## config.mk

```make
export PLATFORM = sky130hd
export DESIGN_NAME = mac_feeder
export DESIGN_NICKNAME = d
export VERILOG_FILES = /design/src/rtl/mac_pkg.sv /design/src/rtl/mac_feed_regfile.sv /design/src/rtl/mac_feeder.sv
export SDC_FILE = /design/constraint.sdc
export NUM_CORES = 1
export LEC_CHECK = 0
export ABC_AREA = 1
export CAP_MARGIN = 20
export CORE_ASPECT_RATIO = 0.9
export CORE_UTILIZATION = 25
export DETAILED_ROUTE_END_ITERATION = 16
export SLEW_MARGIN = 20
export SYNTH_ARGS = -nofsm -noshare
export SYNTH_HDL_FRONTEND = slang
export SYNTH_SLANG_ARGS = --single-unit
```

## constraint.sdc

```tcl
create_clock -name clk -period 5.86 [get_ports clk]
set_input_delay 1.172 -clock clk [delete_from_list [all_inputs] [get_ports clk]]
set_output_delay 1.172 -clock clk [all_outputs]
set_load 0.05 [all_outputs]
```

## src/rtl/mac_pkg.sv

```systemverilog
// Shared types and constants for the MAC feeder datapath.
package mac_pkg;

  localparam int DATA_W = 8;

  typedef enum logic [2:0] {
    LOAD_W = 3'd0,
    LOAD_V = 3'd1,
    LOAD_B = 3'd2,
    RUN    = 3'd3,
    DONE   = 3'd4
  } feed_state_t;

  function automatic logic is_load(input feed_state_t s);
    return (s == LOAD_W) || (s == LOAD_V) || (s == LOAD_B);
  endfunction

endpackage

```

## src/rtl/mac_feed_regfile.sv

```systemverilog
// Weight, vector and bias storage for the MAC feeder.
// One write port steered by load state, combinational read by (r,k).
module mac_feed_regfile
  import mac_pkg::*;
#(
  parameter int VEC_S    = 3,
  parameter int NUM_ROWS = 2,
  parameter int K_W      = 2,
  parameter int R_W      = 2
) (
  input  logic              clk,
  input  logic              reset,
  input  logic              we,
  input  feed_state_t       wsel,
  input  logic [R_W-1:0]    r,
  input  logic [K_W-1:0]    k,
  input  logic [DATA_W-1:0] wdata,
  output logic [DATA_W-1:0] w,
  output logic [DATA_W-1:0] v,
  output logic [DATA_W-1:0] bias
);

  localparam int IDX_W = $clog2(NUM_ROWS * VEC_S + 1);

  // Arrays are sized to the full index range so every index is in bounds.
  logic [DATA_W-1:0] w_mem_r [2**IDX_W];
  logic [DATA_W-1:0] v_mem_r [2**K_W];
  logic [DATA_W-1:0] b_mem_r [2**R_W];
  logic [IDX_W-1:0]  idx_s;

  assign idx_s = IDX_W'(int'(r) * VEC_S + int'(k));

  // Storage write port; reset wipes all contents.
  always_ff @(posedge clk or negedge reset) begin
    if (!reset) begin
      for (int i = 0; i < 2**IDX_W; i++) w_mem_r[i] <= '0;
      for (int i = 0; i < 2**K_W; i++)   v_mem_r[i] <= '0;
      for (int i = 0; i < 2**R_W; i++)   b_mem_r[i] <= '0;
    end else if (we) begin
      case (wsel)
        LOAD_W:  w_mem_r[idx_s] <= wdata;
        LOAD_V:  v_mem_r[k]     <= wdata;
        LOAD_B:  b_mem_r[r]     <= wdata;
        default: ;
      endcase
    end
  end

  assign w    = w_mem_r[idx_s];
  assign v    = v_mem_r[k];
  assign bias = b_mem_r[r];

endmodule

```

## src/rtl/mac_feeder.sv

```systemverilog
// Load-and-sequence controller feeding weight/vector/bias beats to the MAC.
// FSM, shared (r,k) counters and registered outputs live here.
module mac_feeder
  import mac_pkg::*;
#(
  parameter int VEC_S    = 3,
  parameter int NUM_ROWS = 2
) (
  input  logic                     clk,
  input  logic                     reset,
  input  logic signed [DATA_W-1:0] in_data,
  input  logic                     in_valid,
  output logic                     in_ready,
  output logic signed [DATA_W-1:0] a,
  output logic signed [DATA_W-1:0] b,
  output logic        [DATA_W-1:0] x,
  output logic                     mac_valid,
  output logic                     busy,
  output logic                     done
);

  localparam int K_W = $clog2(VEC_S + 1);
  localparam int R_W = $clog2(NUM_ROWS + 1);

  feed_state_t       state_r, state_nxt_s;
  logic [K_W-1:0]    k_r, k_nxt_s;
  logic [R_W-1:0]    r_r, r_nxt_s;
  logic              in_ready_r, busy_r, done_r, mac_valid_r;
  logic [DATA_W-1:0] a_r, b_r, x_r;
  logic [DATA_W-1:0] w_rd_s, v_rd_s, b_rd_s;
  logic              accept_s, k_last_s, r_last_s;

  assign accept_s = in_valid & in_ready_r;
  assign k_last_s = (k_r == K_W'(VEC_S - 1));
  assign r_last_s = (r_r == R_W'(NUM_ROWS - 1));

  mac_feed_regfile #(
    .VEC_S    (VEC_S),
    .NUM_ROWS (NUM_ROWS),
    .K_W      (K_W),
    .R_W      (R_W)
  ) u_regfile (
    .clk   (clk),
    .reset (reset),
    .we    (accept_s),
    .wsel  (state_r),
    .r     (r_r),
    .k     (k_r),
    .wdata (in_data),
    .w     (w_rd_s),
    .v     (v_rd_s),
    .bias  (b_rd_s)
  );

  // Next-state decode.
  always_comb begin
    state_nxt_s = state_r;
    case (state_r)
      LOAD_W:  if (accept_s && k_last_s && r_last_s) state_nxt_s = LOAD_V; else state_nxt_s = LOAD_W;
      LOAD_V:  if (accept_s && k_last_s) state_nxt_s = LOAD_B; else state_nxt_s = LOAD_V;
      LOAD_B:  if (accept_s && r_last_s) state_nxt_s = RUN; else state_nxt_s = LOAD_B;
      RUN:     if (k_last_s && r_last_s) state_nxt_s = DONE; else state_nxt_s = RUN;
      DONE:    state_nxt_s = LOAD_W;
      default: state_nxt_s = LOAD_W;
    endcase
  end

  // Counter update: bias load steps r only, other phases step k with row carry.
  always_comb begin
    k_nxt_s = k_r;
    r_nxt_s = r_r;
    if (state_nxt_s != state_r) begin
      k_nxt_s = '0;
      r_nxt_s = '0;
    end else if (state_r == LOAD_B) begin
      if (accept_s) r_nxt_s = r_r + R_W'(1);
      else          r_nxt_s = r_r;
    end else if (accept_s || (state_r == RUN)) begin
      if (k_last_s) begin
        k_nxt_s = '0;
        r_nxt_s = r_r + R_W'(1);
      end else begin
        k_nxt_s = k_r + K_W'(1);
      end
    end else begin
      k_nxt_s = k_r;
      r_nxt_s = r_r;
    end
  end

  // State, counters and output registers; beat data holds while idle.
  always_ff @(posedge clk or negedge reset) begin
    if (!reset) begin
      state_r     <= LOAD_W;
      k_r         <= '0;
      r_r         <= '0;
      in_ready_r  <= 1'b1;
      busy_r      <= 1'b0;
      done_r      <= 1'b0;
      mac_valid_r <= 1'b0;
      a_r         <= '0;
      b_r         <= '0;
      x_r         <= '0;
    end else begin
      state_r     <= state_nxt_s;
      k_r         <= k_nxt_s;
      r_r         <= r_nxt_s;
      // Ready only while staying in load, so it never opens into RUN/DONE.
      in_ready_r  <= is_load(state_r) & is_load(state_nxt_s);
      busy_r      <= (state_r == RUN) | (state_nxt_s == RUN);
      done_r      <= (state_r == DONE);
      mac_valid_r <= (state_r == RUN);
      if (state_r == RUN) begin
        a_r <= w_rd_s;
        b_r <= v_rd_s;
        x_r <= b_rd_s;
      end
    end
  end

  assign in_ready  = in_ready_r;
  assign busy      = busy_r;
  assign done      = done_r;
  assign mac_valid = mac_valid_r;
  assign a         = a_r;
  assign b         = b_r;
  assign x         = x_r;

endmodule

```

# After elaboration in Yosys (flattened, before gate mapping)
# Cells that the tools add are included.
# totals
mem_count,0
word_cells,108
latchBits,0
ram_bits,0
romBits,0
output_inout_bits,28
reg_bits,163
# classes
eq_ne,12
mux,32
reduce_logical,22
order_cmp,6
n_shift,0
multipliers,1
bitwise_logic,6
n_addsub,3
div_mod_pow,0
# ops
cell,n
2-to-1 mux 8 bit,9
bitwise mux 32 bit,2
bitwise mux 64 bit,1
binary-select mux 8 bit (select 2 bit),2
demux 8 bit (select 2 bit),2
binary-select mux 8 bit (select 3 bit),1
demux 8 bit (select 3 bit),1
2-to-1 mux 2 bit,10
"equality test 3 x 2 -> 1 bit, second input constant",4
one-hot mux 3 bit (4 select lines),1
AND reduction 2 bit,4
logical AND 1 bit,7
"equality test 3 x 1 -> 1 bit, second input constant",2
"greater-or-equal comparator 3 bit, second input constant",2
zero test 3 bit,2
"less-than comparator 3 x 1 -> 1 bit, second input constant",2
inverter 2 -> 3 bit,2
nonzero test 3 bit,2
logical OR 1 bit,5
"adder 2 x 1 -> 2 bit, second input constant",2
"greater-or-equal comparator 4 bit, second input constant",1
"less-than comparator 4 x 1 -> 1 bit, second input constant",1
inverter 3 -> 4 bit,1
adder 3 bit,1
other kinds (13),15

# Longest topological paths before layout
# logic_depth
word_depth,9
depth_mapped,11
mapped_depth_nobuf,10

# Cells and area by module
# Synthesis repeated with hierarchy kept, for this count alone.
# unflattened
cells_unflattened,959
area_unflattened_um2,7883.8
# modules_own_cells
module,cells_per_inst,area_each_um2,n_inst,seq_area_each_um2
mac_feed_regfile,788,6422.4,1,3203.1
mac_feeder,171,1461.4,1,877.1

# Worst setup path before layout
# Ideal clock, no wire load.
# synth_timing
kind,input-to-reg
from,input port in_valid
to,register u_regfile.w_mem_r[48] in the netlist's numbering
setup_ns,0.123
required_ns,5.737
path_stages,8
t_arrival_ns,2.046
setup_slack_ns,3.690
n_path_buf,1
path_cell_list,nand2_1 nor2_2 inv_2 nor2_4 inv_2 buf_6 o21ai_0 nand2_1
# synth_via
elab_chain_len,2
# synth_rtl
item,line,rtl
"start, declared",mac_feeder.sv:12,"input logic in_valid,"
bitwise AND 1 bit,mac_feeder.sv:33,assign accept_s = in_valid & in_ready_r;
AND reduction 2 bit (no line),n/a,
"end signal, assigned by index",mac_feed_regfile.sv:41,LOAD_W: w_mem_r[idx_s] <= wdata;
"end, declared",mac_feed_regfile.sv:26,logic [DATA_W-1:0] w_mem_r [2**IDX_W];
# No other way between the ends.
# A chain may end at the register's enable or synchronous reset.

# Final worst setup path
# layout_timing
from,register r_r[0]
to,register u_regfile.w_mem_r[37] in the netlist's numbering
# layout_via
elab_chain_len,8
word_cells_on_any_way,9
# layout_rtl
item,line,rtl
"start, declared",mac_feeder.sv:27,"logic [R_W-1:0] r_r, r_nxt_s;"
"start signal, assigned",mac_feeder.sv:107,r_r <= r_nxt_s;
multiplier 2 x 2 -> 3 bit *,mac_feed_regfile.sv:31,assign idx_s = IDX_W'(int'(r) * VEC_S + int'(k));
adder 3 bit *,mac_feed_regfile.sv:31,
inverter 3 -> 4 bit (not written as such) *,mac_feed_regfile.sv:41,
greater-or-equal comparator 4 bit (not written as such) or less-than comparator 4 x 1 -> 1 bit (tied branches),mac_feed_regfile.sv:41,
logical AND 1 bit (not written as such),mac_feed_regfile.sv:41,
2-to-1 mux 8 bit (not written as such),mac_feed_regfile.sv:41,
demux 8 bit (select 3 bit) *,mac_feed_regfile.sv:41,
bitwise mux 64 bit *,mac_feed_regfile.sv:41,
# Mark *: on every way between the ends. The rest lies on a longest branch, timed or not.

==> impl_metrics.py <==
metrics = {
    "run_status": {
        "status": "finished, final reports clean",
    },
    "critical_path": {
        "endpoint": "u_regfile.w_mem_r[37]",
        "start_kind": "register",
        "cp.arrival_ns": 3.37,
        "critical_path_class": "register to register",
        "reg2reg_slack_ns": 2.78,
        "cp_num_buf_inv": 2,
        "critPathRequiredTime_ns": 6.15,
        "reg2reg_to": "u_regfile.w_mem_r[37]",
        "crit_path_cell_trace": "ha_1 > inv_2 > nor2_4 > inv_2 > nor2_4 > o21ai_0",
        "r2r.worst_path.cells": 6,
        "r2r-start": "r_r[0]",
        "crit_path_end_kind": "register",
        "crit_slowest_cell": "ha_1",
        "critical-path-max-stage-delay_ns": 1.08,
        "crit_fanout": 29,
        "critPathLaunch": "r_r[0]",
        "cp.depth": 6,
        "crit_family": "adder cells",
    },
    "final_layout": {
        "fin_cells": 1313,
        "area_growth_pct": 16.9,
        "nNetsFinal": 923,
        "num_antenna_cells": 0,
        "fin_util_pct": 29.8,
        "final_cell_mix": "337 x nand2_1, 162 x dfrtp_1, 148 x o21ai_0, 54 x nor2_1, 37 x clkdlybuf4s50_1",
        "final_common_cell": "nand2_1",
        "drive_gt1_share_pct": 7.31,
    },
    "grt": {
        "grt_usage_pct": 12.9,
        "grt_antenna_before_repair": 0,
        "overflow": 0,
        "grt_pass1_wl_um": 30600,
        "grt_start_max_net_pins": 76,
        "grt_pass1_vias": 5728,
    },
    "routing": {
        "vias_per_cell": 4.44,
        "remaining_drc_errors": 0,
        "dr.pass1.iters": 7,
        "ant_nets": 0,
        "vias": 5827,
        "drt-wirelength-per-cell_um": 13.8,
        "dr.first_iter.drc_count": 534,
        "routed_wl_um": 18200,
    },
    "synthesis": {
        "syn_inst": 887,
        "yosysTopAreaCellShare_pct": 54.8,
        "ys_ff_latch": 163,
        "synth_top_cell_by_area": "dfrtp_1",
        "synth.area.top_cells": "dfrtp_1 55%, nand2_1 17%, o21ai_0 10%, nor2_1 2.7%, o21ai_1 1.9%",
        "syn_area_per_cell_um2": 8.34,
        "syn-cell-area_um2": 7390,
        "synth_warnings": 0,
        "syn-num-nets": 905,
        "ys_types": 33,
        "synth_sequential_area_ratio_pct": 55.2,
    },
    "clock_tree": {
        "clock_latency_ns": 0.43,
        "ctsHoldBuffers": 0,
        "post_cts_resized": 0,
        "cts.path.max_buffers": 2,
        "numCtsBuffers": 17,
        "htree_num_levels": 4,
        "clk_pin_slew_worst_paths_ns": 0.06,
        "postCtsSetupBuffers": 0,
        "cts_tree": "done",
        "root_buffer": "clkbuf_16",
        "cts.sinks": 163,
    },
    "die": {
        "die-area_um2": 30300,
        "die_w_um": 183,
        "initial_core_util_pct": 25.5,
        "die_y_um": 165,
        "row_count": 59,
        "ios": 39,
        "core_area_um2": 29000,
    },
    "placement": {
        "place_ws_ns": 2.77,
        "gp_congestion": 0.788,
        "portBuffers": 38,
        "placedCellCount": 1282,
        "hpwl_um": 11800,
    },
    "timing": {
        "relSlewSlack_pct": 36.1,
        "finalCritPeriodShare_pct": 52.5,
        "finClkSkew_ns": 0.0122,
        "setup_viol": 0,
        "min_period_ns": 3.08,
        "fmax_ghz": 0.325,
        "final_hold_viol_count": 0,
        "fin_ws_ns": 2.78,
        "setup_tns_ns": 0,
        "slew_viol_final": 0,
        "worst_pin_slew_ns": 0.959,
        "grt_setup_unrepaired": "no",
    },
    "power_and_ir_drop": {
        "leakage_nw": 4.02,
        "powerDensity_nw_per_um2": 576,
        "p_seq_share_pct": 35.7,
        "pwr-share-clk_pct": 22.3,
        "ir_drop_mv": 0.282,
        "sw_frac_of_total_pct": 43.2,
        "switchingPower_mw": 2.15,
        "pwr-share-comb_pct": 42.0,
        "internal_power_mw": 2.83,
    },
    "job": {
        "drv_cap": 0,
    },
    "hold_path": {
        "hold_path.class": "register to register",
    },
}
layout make-up:
type,count,area [µm²]
tap,396,495
clock inverter,11,129
clock buffer,20,457
sequential,163,4080
multi-input combinational,636,2900
inverter,45,171
timing repair buffer,42,412
fill,3077,20400
worst min-delay path by stage:
stage / start / cells past startpoint / slack (ns) / to
final: b[3] / 2 / 0.48 / b[3]
after CTS: b[3] / 2 / 0.48 / b[3]
after global placement: b[6] / 2 / 0.46 / b[6]
after global routing: b[7] / 2 / 0.50 / b[7]
after detailed placement: b[3] / 2 / 0.46 / b[3]
after floorplan: u_regfile.w_mem_r[30] / 2 / 0.45 / u_regfile.w_mem_r[30]
flip-flops by register name, indices dropped and copies added, names as in the netlist:
register           flops
b                      8
in_ready               1
r_r                    2
x                      8
k_r                    2
busy                   1
mac_valid              1
u_regfile.w_mem_r     64
done                   1
u_regfile.b_mem_r     32
a                      8
state_r                3
u_regfile.v_mem_r     32
worst register-to-register path: cells and delay by family (launching register included):
kind / cells / cell delay (ns)
compound gates: 1 / 0.13
flops: 1 / 0.67
buf+inv: 2 / 0.51
simple gates: 2 / 0.55
fa+ha+maj: 1 / 1.09
per-stage QoR:
stage	power (mW)	hold WS [ns]	area [µm²]
3_3_place_gp	3.85	0.461	8060
6_report	4.98	0.475	8650
5_1_grt	5.39	0.499	8650
3_5_place_dp	3.89	0.464	8060
4_1_cts	5.01	0.481	8650
2_1_floorplan	3.35	0.445	7390
power groups by stage:
stage | clock, mW | sequential [mW] | combinational (mW)
detailed placement | 0 | 1.79 | 2.10
floorplan | 0 | 1.92 | 1.42
finish | 1.11 | 1.78 | 2.09
CTS | 1.13 | 1.78 | 2.11
global route | 1.18 | 1.83 | 2.38
global placement | 0 | 1.78 | 2.06
metal layers:
metal	part of all wire [%]	track usage (%)
met2	45	20.3
met4	1.9	5.53
met3	4.1	2.41
met1	49	17.3
met5	0	0
cell usage after synthesis:
cell      number
clkinv_1       2
buf_4          1
xnor2_1        1
a21oi_1        1
clkbuf_2       1
dfstp_2        1
nand4_1        8
nand2_1      337
inv_2          6
fa_1           1
a21boi_0       7
nor2_8         2
buf_6          7
inv_4          1
xor2_1         2
nand3_4        1
o21ai_1       28
clkbuf_1      14
buf_1          3
nand2_4        1
o21ai_0      148
nor2_2         4
nand3_1        8
or2_2          3
dfrtp_1      162
nor2_4         5
inv_1         36
ha_1           6
nand2_2        8
nor2_1        54
nor3_1         2
a31oi_1        9
buf_2         17
logic make-up after synthesis:
group	share of synthesized area, %
buffers and inverters	5.57
flip-flops	55.2
AO/OA/AOI/OAI	13.5
AND/OR/NAND/NOR	24.2
XOR/XNOR	0.355
adder cells (fa/ha/maj)	1.29
No activity file was read; power rests on OpenSTA's default activity.
